<file path="src/rtl/reg_file_pkg.sv">
// Shared types and constants for the multi-port register file.
// Clear-sequencer states and packed-slice helpers used by the top and its read ports.
package reg_file_pkg;

    typedef enum logic [0:0] {
        CLEAR,
        READY
    } ClearState_t;

    localparam int unsigned DefaultAddressWidth  = 6;
    localparam int unsigned DefaultRegisterWidth = 16;
    localparam int unsigned DefaultReadPorts     = 2;

    // Low bit of port p inside a packed bus of width-sized slices.
    function automatic int unsigned slice_lo(input int unsigned port, input int unsigned width);
        return port * width;
    endfunction

endpackage

</file>
<file path="src/rtl/register_file_read_port.sv">
// One combinational read port: entry select, write bypass, zero-register and busy masking.
module register_file_read_port
    import reg_file_pkg::*;
#(
    parameter int unsigned AddressWidth   = DefaultAddressWidth,
    parameter int unsigned RegisterWidth  = DefaultRegisterWidth,
    parameter int unsigned Bypass         = 1,
    parameter int unsigned ZeroRegister   = 0,
    parameter int unsigned RegisterHeight = 1 << AddressWidth
) (
    input  logic                     i_busy,
    input  logic                     i_write_enable,
    input  logic [AddressWidth-1:0]  i_write_address,
    input  logic [RegisterWidth-1:0] i_write_data,
    input  logic [AddressWidth-1:0]  i_read_address,
    input  logic [RegisterWidth-1:0] i_registers [RegisterHeight],
    output logic [RegisterWidth-1:0] o_read_data
);

    logic w_bypass_hit;
    logic w_zero_hit;

    assign w_bypass_hit = (Bypass != 0) && i_write_enable && (i_read_address == i_write_address);
    assign w_zero_hit   = (ZeroRegister != 0) && (i_read_address == '0);

    // Later assignments take priority: busy beats zero-register beats bypass.
    always_comb begin
        o_read_data = i_registers[i_read_address];
        if (w_bypass_hit) begin
            o_read_data = i_write_data;
        end
        if (w_zero_hit) begin
            o_read_data = '0;
        end
        if (i_busy) begin
            o_read_data = '0;
        end
    end

endmodule

</file>
<file path="src/rtl/register_file_mp.sv">
// Multi-port register file: one write port, ReadPorts combinational reads, clear sweep after reset.
// Storage, clear FSM and write logic live here; per-port read logic is in register_file_read_port.
module register_file_mp
    import reg_file_pkg::*;
#(
    parameter int unsigned AddressWidth  = DefaultAddressWidth,
    parameter int unsigned RegisterWidth = DefaultRegisterWidth,
    parameter int unsigned ReadPorts     = DefaultReadPorts,
    parameter int unsigned Bypass        = 1,
    parameter int unsigned ZeroRegister  = 0
) (
    input  logic                               i_clock,
    input  logic                               i_reset,
    input  logic                               i_write_enable,
    input  logic [AddressWidth-1:0]            i_write_address,
    input  logic [RegisterWidth-1:0]           i_write_data,
    input  logic [ReadPorts*AddressWidth-1:0]  i_read_address,
    output logic [ReadPorts*RegisterWidth-1:0] o_read_data,
    output logic                               o_busy
);

    localparam int unsigned RegisterHeight = 1 << AddressWidth;

    ClearState_t               r_state;
    ClearState_t               w_state_next;
    logic [AddressWidth-1:0]   r_clear_index;
    logic [AddressWidth-1:0]   w_clear_index_next;
    logic                      r_busy;
    logic                      w_busy_next;
    logic                      w_write_allowed;
    logic [RegisterWidth-1:0]  r_registers [RegisterHeight];

    always_ff @(posedge i_clock) begin
        if (i_reset) begin
            r_state       <= CLEAR;
            r_clear_index <= '0;
            r_busy        <= 1'b1;
        end else begin
            r_state       <= w_state_next;
            r_clear_index <= w_clear_index_next;
            r_busy        <= w_busy_next;
        end
    end

    always_comb begin
        w_state_next       = r_state;
        w_clear_index_next = r_clear_index;
        w_busy_next        = r_busy;
        unique case (r_state)
            CLEAR: begin
                w_clear_index_next = r_clear_index + 1'b1;
                if (&r_clear_index) begin
                    w_state_next = READY;
                    w_busy_next  = 1'b0;
                end
            end
            READY: begin
                w_busy_next = 1'b0;
            end
            default: begin
                w_state_next = CLEAR;
            end
        endcase
    end

    // Writes during the sweep are dropped; entry 0 is read-only when hardwired to zero.
    assign w_write_allowed = i_write_enable && (r_state == READY) &&
                             !((ZeroRegister != 0) && (i_write_address == '0));

    always_ff @(posedge i_clock) begin
        if (!i_reset) begin
            if (r_state == CLEAR) begin
                r_registers[r_clear_index] <= '0;
            end else if (w_write_allowed) begin
                r_registers[i_write_address] <= i_write_data;
            end
        end
    end

    assign o_busy = r_busy;

    for (genvar p = 0; p < ReadPorts; p++) begin : g_read_port
        register_file_read_port #(
            .AddressWidth  (AddressWidth),
            .RegisterWidth (RegisterWidth),
            .Bypass        (Bypass),
            .ZeroRegister  (ZeroRegister),
            .RegisterHeight(RegisterHeight)
        ) u_read_port (
            .i_busy         (r_busy),
            .i_write_enable (i_write_enable),
            .i_write_address(i_write_address),
            .i_write_data   (i_write_data),
            .i_read_address (i_read_address[slice_lo(p, AddressWidth) +: AddressWidth]),
            .i_registers    (r_registers),
            .o_read_data    (o_read_data[slice_lo(p, RegisterWidth) +: RegisterWidth])
        );
    end

endmodule

</file>
<file path="config.mk">
export PLATFORM = sky130hd
export DESIGN_NAME = register_file_mp
export DESIGN_NICKNAME = d
export VERILOG_FILES = /design/src/rtl/reg_file_pkg.sv /design/src/rtl/register_file_read_port.sv /design/src/rtl/register_file_mp.sv
export SDC_FILE = /design/constraint.sdc
export NUM_CORES = 2
export LEC_CHECK = 0
export ABC_AREA = 1
export ABC_CLOCK_PERIOD_IN_PS = 4500
export CAP_MARGIN = 15
export CORE_UTILIZATION = 30
export DETAILED_ROUTE_END_ITERATION = 6
export GPL_TIMING_DRIVEN = 0
export MAX_ROUTING_LAYER = met4
export SLEW_MARGIN = 20
export SYNTH_ARGS = -nofsm -noshare
export SYNTH_HDL_FRONTEND = slang
export SYNTH_HIERARCHICAL = 1
export SYNTH_SLANG_ARGS = --single-unit
export TNS_END_PERCENT = 50
</file>
<file path="constraint.sdc">
create_clock -name i_clock -period 4.5 [get_ports i_clock]
set_input_delay 0.9 -clock i_clock [delete_from_list [all_inputs] [get_ports i_clock]]
set_output_delay 0.9 -clock i_clock [all_outputs]
set_load 0.02 [all_outputs]
</file>
[Word-level counts from Yosys, hierarchy flattened]
Index checks and enable logic that the tools add are counted.
Word-level totals
  flip-flop bits (word level): 1032
  input port bits: 37
Operators by class
  $add $sub $neg: 1
  order comparisons: 6
  equality and inequality tests: 4
  mux-type cells: 21
  bitwise gates (word level): 8
  reductions and logical operators: 7
Operator list (number)
  $mux 1024: 2
  $and 1024x1024->1024: 1
  $bwmux 1024: 1
  $not 1024->1024: 1
  $bmux 16 s6: 2
  $demux 16 s6: 2
  $mux 16: 10
  $ge 7x7->1 const B: 4
  $not 6->7: 4
  $lt 7x1->1 const B: 2
  $eq 6x6->1: 2
  $add 6x1->6 const B: 1
  $reduce_and 6->1: 1
  $logic_and 1x1->1: 5
  $mux 1: 3
  $ne 2x1->1 const B: 1
  $ne 2x2->1 const B: 1
  $not 1->1: 2
  $pmux 1 s2: 1
  $reduce_and 2->1: 1

[Logic depth before layout (Yosys ltp)]
  depth after elaboration: 8
  mapped depth: 14

[Modules after synthesis]
Netlist, hierarchy kept.
By module, submodules not included
  register_file_mp: instances 1, cells each 4787, area each 46782.4 µm², sequential area each 30909.6 µm²
  register_file_read_port: instances 2, cells each 2406, area each 10786.6 µm², sequential area each 0.0 µm²

[Least setup slack after synthesis]
OpenSTA, ideal clock, no wires.
  kind: input to register
  start: in i_write_address[5]
  end: reg r_registers[864] (netlist name), enable pin
  library setup time: 388 ps
  data arrival time: 2653 ps
  required time: 4112 ps
  slack: 1459 ps
  cell stages on the path: 7
  cells stage by stage: buf_2 > inv_1 > nand3_2 > nor2_2 > buf_2 > nor2_1 > nor2_1
RTL lines
  from (decl): line register_file_mp.sv:15  | input logic [AddressWidth-1:0] i_write_address,
  to (signal, indexed assignment): line register_file_mp.sv:75  | r_registers[i_write_address] <= i_write_data;
  to (decl): line register_file_mp.sv:31  | logic [RegisterWidth-1:0] r_registers [RegisterHeight];

[Worst setup path after layout]
  start: in i_read_address[6]
  end: out o_read_data[27]
Between the ends
  longest elaborated chain between the ends: 6
  elaborated cells between the ends (all ways): 8
  those cells by class: eq/ne: 1; mux: 5; bitwise: 1; reduce/logical: 1
RTL lines
  from (decl): line register_file_mp.sv:17  | input logic [ReadPorts*AddressWidth-1:0] i_read_address,
  $not 6->7 (implied by the code): line register_file_read_port.sv:28  | o_read_data = i_registers[i_read_address];
  $bmux 16 s6: line register_file_read_port.sv:28
  $mux 16 (implied by the code) (2 in a row): line register_file_read_port.sv:28
  $mux 16 *: line register_file_read_port.sv:29  | if (w_bypass_hit) begin
  $mux 16 *: line register_file_read_port.sv:35  | if (i_busy) begin
  to (decl): line register_file_mp.sv:18  | output logic [ReadPorts*RegisterWidth-1:0] o_read_data,
Every way passes the cells marked *; elsewhere a longest branch is shown, timed or not. The select of a mux whose other input is x is not followed.

==> flow_summary.json <==
{
  "path_cells": "buf_8 -> buf_8 -> buf_4 -> nand2_1 -> nand3_1 -> nand3_1 -> nand3_1 -> nand2_1 -> nand2_1 -> nand3_2 -> nand3_2 -> nand2_1 -> inv_1 -> dlygate4sd2_1",
  "holdBufCountCts": 0,
  "grt_util_all_layers_pct": 41.9,
  "cap_violations": 0,
  "arrival_ps": 3820,
  "wl_per_cell_um": 37.0,
  "status": "complete, but fails checks",
  "viasPerCell": 6.06,
  "wl_met2_mm": 199,
  "crit_family": "simple AND/OR/NAND/NOR gates",
  "via_count": 78900,
  "p_leak_nw": 34.1,
  "critPathMaxStageDelay_ps": 370,
  "cts_tree": "done",
  "worstMarginPinSlew_ps": 1380,
  "root_buffer": "clkbuf_16",
  "wl_mm": 482,
  "crit_path_frequent_cell": "nand2_1",
  "final_cell_count_no_fill": 13000,
  "clk_path_buf_depth": 3,
  "endpoint_kind": "output pin",
  "dpl.hpwl_mm": 366,
  "die_x_um": 479,
  "fp.dieH_um": 479,
  "setup_viol": 39,
  "holdCritPathClass": "flop to flop",
  "met1_length_mm": 184,
  "slew_headroom_pct": 8.25,
  "gp_congestion": 1.10,
  "htreeDepth": 4,
  "p_int_mw": 19.1,
  "nets": 9928,
  "yosysTopAreaCell": "edfxtp_1",
  "wl_met3_mm": 58.4,
  "clockPowerShare_pct": 40.6,
  "violations": "setup timing",
  "dieArea_sq_mm": 0.230,
  "ys_warn_count": 6,
  "required_ps": 3600,
  "slowest_stage": "dlygate4sd2_1",
  "drive_gt1_share_pct": 12.3,
  "reg2reg_depth": 7,
  "ys_top_cells_by_area": "edfxtp_1 (45%), nand2_1 (24%), nand3_1 (16%)",
  "finalCriticalPeriod_ps": 4720,
  "hold_start": "r_clear_index[4]",
  "hold_ws_ps": 560,
  "ys_ff_latch": 1032,
  "syn-num-nets": 9637,
  "p_comb_share_pct": 17.4,
  "drtPass1Iterations": 7,
  "grt_pass1_vias": 70300,
  "slew_viol_final": 0,
  "p_seq_share_pct": 41.9,
  "synth_cell_type_count": 26,
  "worst_slack_ps": -222,
  "critPathMaxFanout": 10,
  "num_io_pins": 70,
  "yosysSeqAreaShare_pct": 45.2,
  "ir_drop_v": 0.000451,
  "rrSetupSlack_ps": 40,
  "antenna_found_initial": 44,
  "crit_start": "i_read_address[6]",
  "powerDensity_mw_per_mm2": 348,
  "min_to": "r_clear_index[4]",
  "cp_num_buf_inv": 5,
  "rsz0062_at_grt": "yes",
  "coreArea_sq_mm": 0.226,
  "grt_max_degree": 17,
  "highest_layer": "met4",
  "switchingPower_mw": 9.18,
  "grt.overflow.total": 0,
  "syn_area_sq_mm": 0.0684,
  "drc": 0,
  "area_delta_synth_final_pct": 18.7,
  "critPathLaunchType": "input port",
  "fin_skew_ps": 41.8,
  "drt_iter0_drc": 14900,
  "grt_pass1_wl_mm": 631,
  "clkSinkCount": 1032,
  "switching_share_pct": 32.5,
  "clk_pin_slew_ps": 60,
  "hold_viol": 0,
  "syn_inst": 9599,
  "r2r_start": "r_state",
  "max_freq_mhz": 212,
  "placed_cells": 12700,
  "criticalPathCategory": "input port to output pin",
  "fillers": 24100,
  "syn_avg_cell_area_sq_um": 7.12,
  "fin_crit_sh_pct": 105,
  "start_util_pct": 30.3,
  "drtAntennaViolNets": 0,
  "worstHoldPathCells": 2,
  "numCtsBuffers": 134,
  "io_buffers": 61,
  "timing.rr.end": "r_registers[526]",
  "insertion_delay_ps": 860,
  "synth.top_cell.area_share_pct": 45.0,
  "num_rows": 174
}
[timing repair]
item / in CTS / in global routing
setup buffers: 8 / 5
endpoints found under the setup margin: 32 / 23
pin swaps: 3 / 0
gates resized for setup: 483 / 56
[worst max path at each step]
stage / end / slack, ps / depth (start not counted)
global route: o_read_data[1] / -110 / 15
CTS: o_read_data[2] / -230 / 15
detailed placement: o_read_data[21] / -2050 / 12
global placement: o_read_data[12] / -2350 / 13
floorplan: r_registers[864] / 1460 / 7
finish: o_read_data[27] / -220 / 14
[stage by stage]
step                      power (mW)  TNS (ps)  utilization [%]  worst slack (ps)  area, sq um
after floorplan                 14.1         0                -              1460        68400
after global placement          16.3  -1422130             32.2             -2350        72700
after detailed placement        16.5   -367340             33.1             -2050        74700
after CTS                       28.0     -1410             35.8              -230        80800
after global routing            28.7      -504             36.0              -108        81100
final                           28.3     -3090             36.0              -222        81100
[cell type report]
cell class | count | area, sq um | area share [%]
Antenna cell | 26 | 65.1 | 0.0802
Multi-Input combinational cell | 7658 | 33900 | 41.8
Sequential cell | 1032 | 30900 | 38.1
Clock inverter | 85 | 961 | 1.18
Timing Repair Buffer | 155 | 2360 | 2.91
Buffer | 815 | 5260 | 6.48
Inverter | 94 | 390 | 0.481
Tap cell | 2992 | 3740 | 4.61
Clock buffer | 156 | 3500 | 4.31
[cells in the mapped netlist]
master / n
buf_6: 86
nand2_1: 4315
nand3_2: 14
inv_1: 65
nor2_2: 70
nor2_1: 240
xnor2_1: 2
xor2_1: 2
buf_2: 356
a211oi_1: 2
clkbuf_1: 296
ha_1: 1
edfxtp_1: 1024
nor3_1: 1
nand3_1: 2241
buf_1: 52
nand4_1: 2
inv_2: 10
o21ai_0: 757
dfxtp_1: 8
buf_4: 25
o21ai_2: 1
clkinv_1: 17
a211oi_2: 2
inv_8: 2
a21oi_1: 8
[cells in the final DEF, fill, tap and decap left out, types with 7 or more instances in the layout]
cell / n
dfxtp_1: 8
nand3_2: 111
buf_8: 35
clkbuf_16: 137
nor2_2: 130
clkbuf_4: 26
nand2_2: 18
clkbuf_1: 195
edfxtp_1: 1024
nor2_1: 179
o21ai_0: 757
clkinvlp_4: 10
inv_6: 10
buf_16: 36
bufinv_16: 15
diode_2: 26
buf_2: 249
inv_2: 8
dlygate4sd2_1: 20
nand3_4: 31
clkinv_2: 20
buf_4: 111
buf_6: 113
clkinv_1: 37
clkbuf_2: 104
inv_1: 65
dlymetal6s2s_1: 10
nand2_1: 4297
clkdlybuf4s50_1: 23
buf_1: 25
nand3_1: 2113
buf_12: 31
inv_16: 7
[per-layer routing]
layer  track usage [%]  up-vias
met2              58.5     6184
met3              10.5     1284
met5                 -        -
li1                  -    32900
met4              29.6        0
met1              52.7    38500
[kinds of logic (layout without fill, tap and decap cells)]
kind of cell,after synthesis,count (layout),share of synthesized area [%]
AOI/OAI and AO/OA,770,770,5.67
xor gates and xnor gates,4,4,0.0513
adders and majority gates,1,1,0.0183
buffers and inverters,909,1305,6.75
DFF,1032,1032,45.2
other,0,26,0
and+or+nand+nor,6883,6883,42.3
[registers in the layout (all words and copies together), names as in the netlist]
name           flops
o_busy             1
r_clear_index      6
r_registers     1024
r_state            1
[power groups by stage]
stage	Clock, mW	Sequential [mW]	Combinational [mW]
2_1_floorplan	0	11.8	2.33
3_3_place_gp	0	12.0	4.33
3_5_place_dp	0	12.0	4.44
4_1_cts	11.5	11.8	4.63
5_1_grt	11.8	11.9	5.00
6_report	11.5	11.9	4.92
[worst min-delay path, cell delays in order, from the launching register on]
cell	delay [ps]
dfxtp_1	360
nor2_1	120
nor2_1	50
No activity file was read; power rests on OpenSTA's default activity.
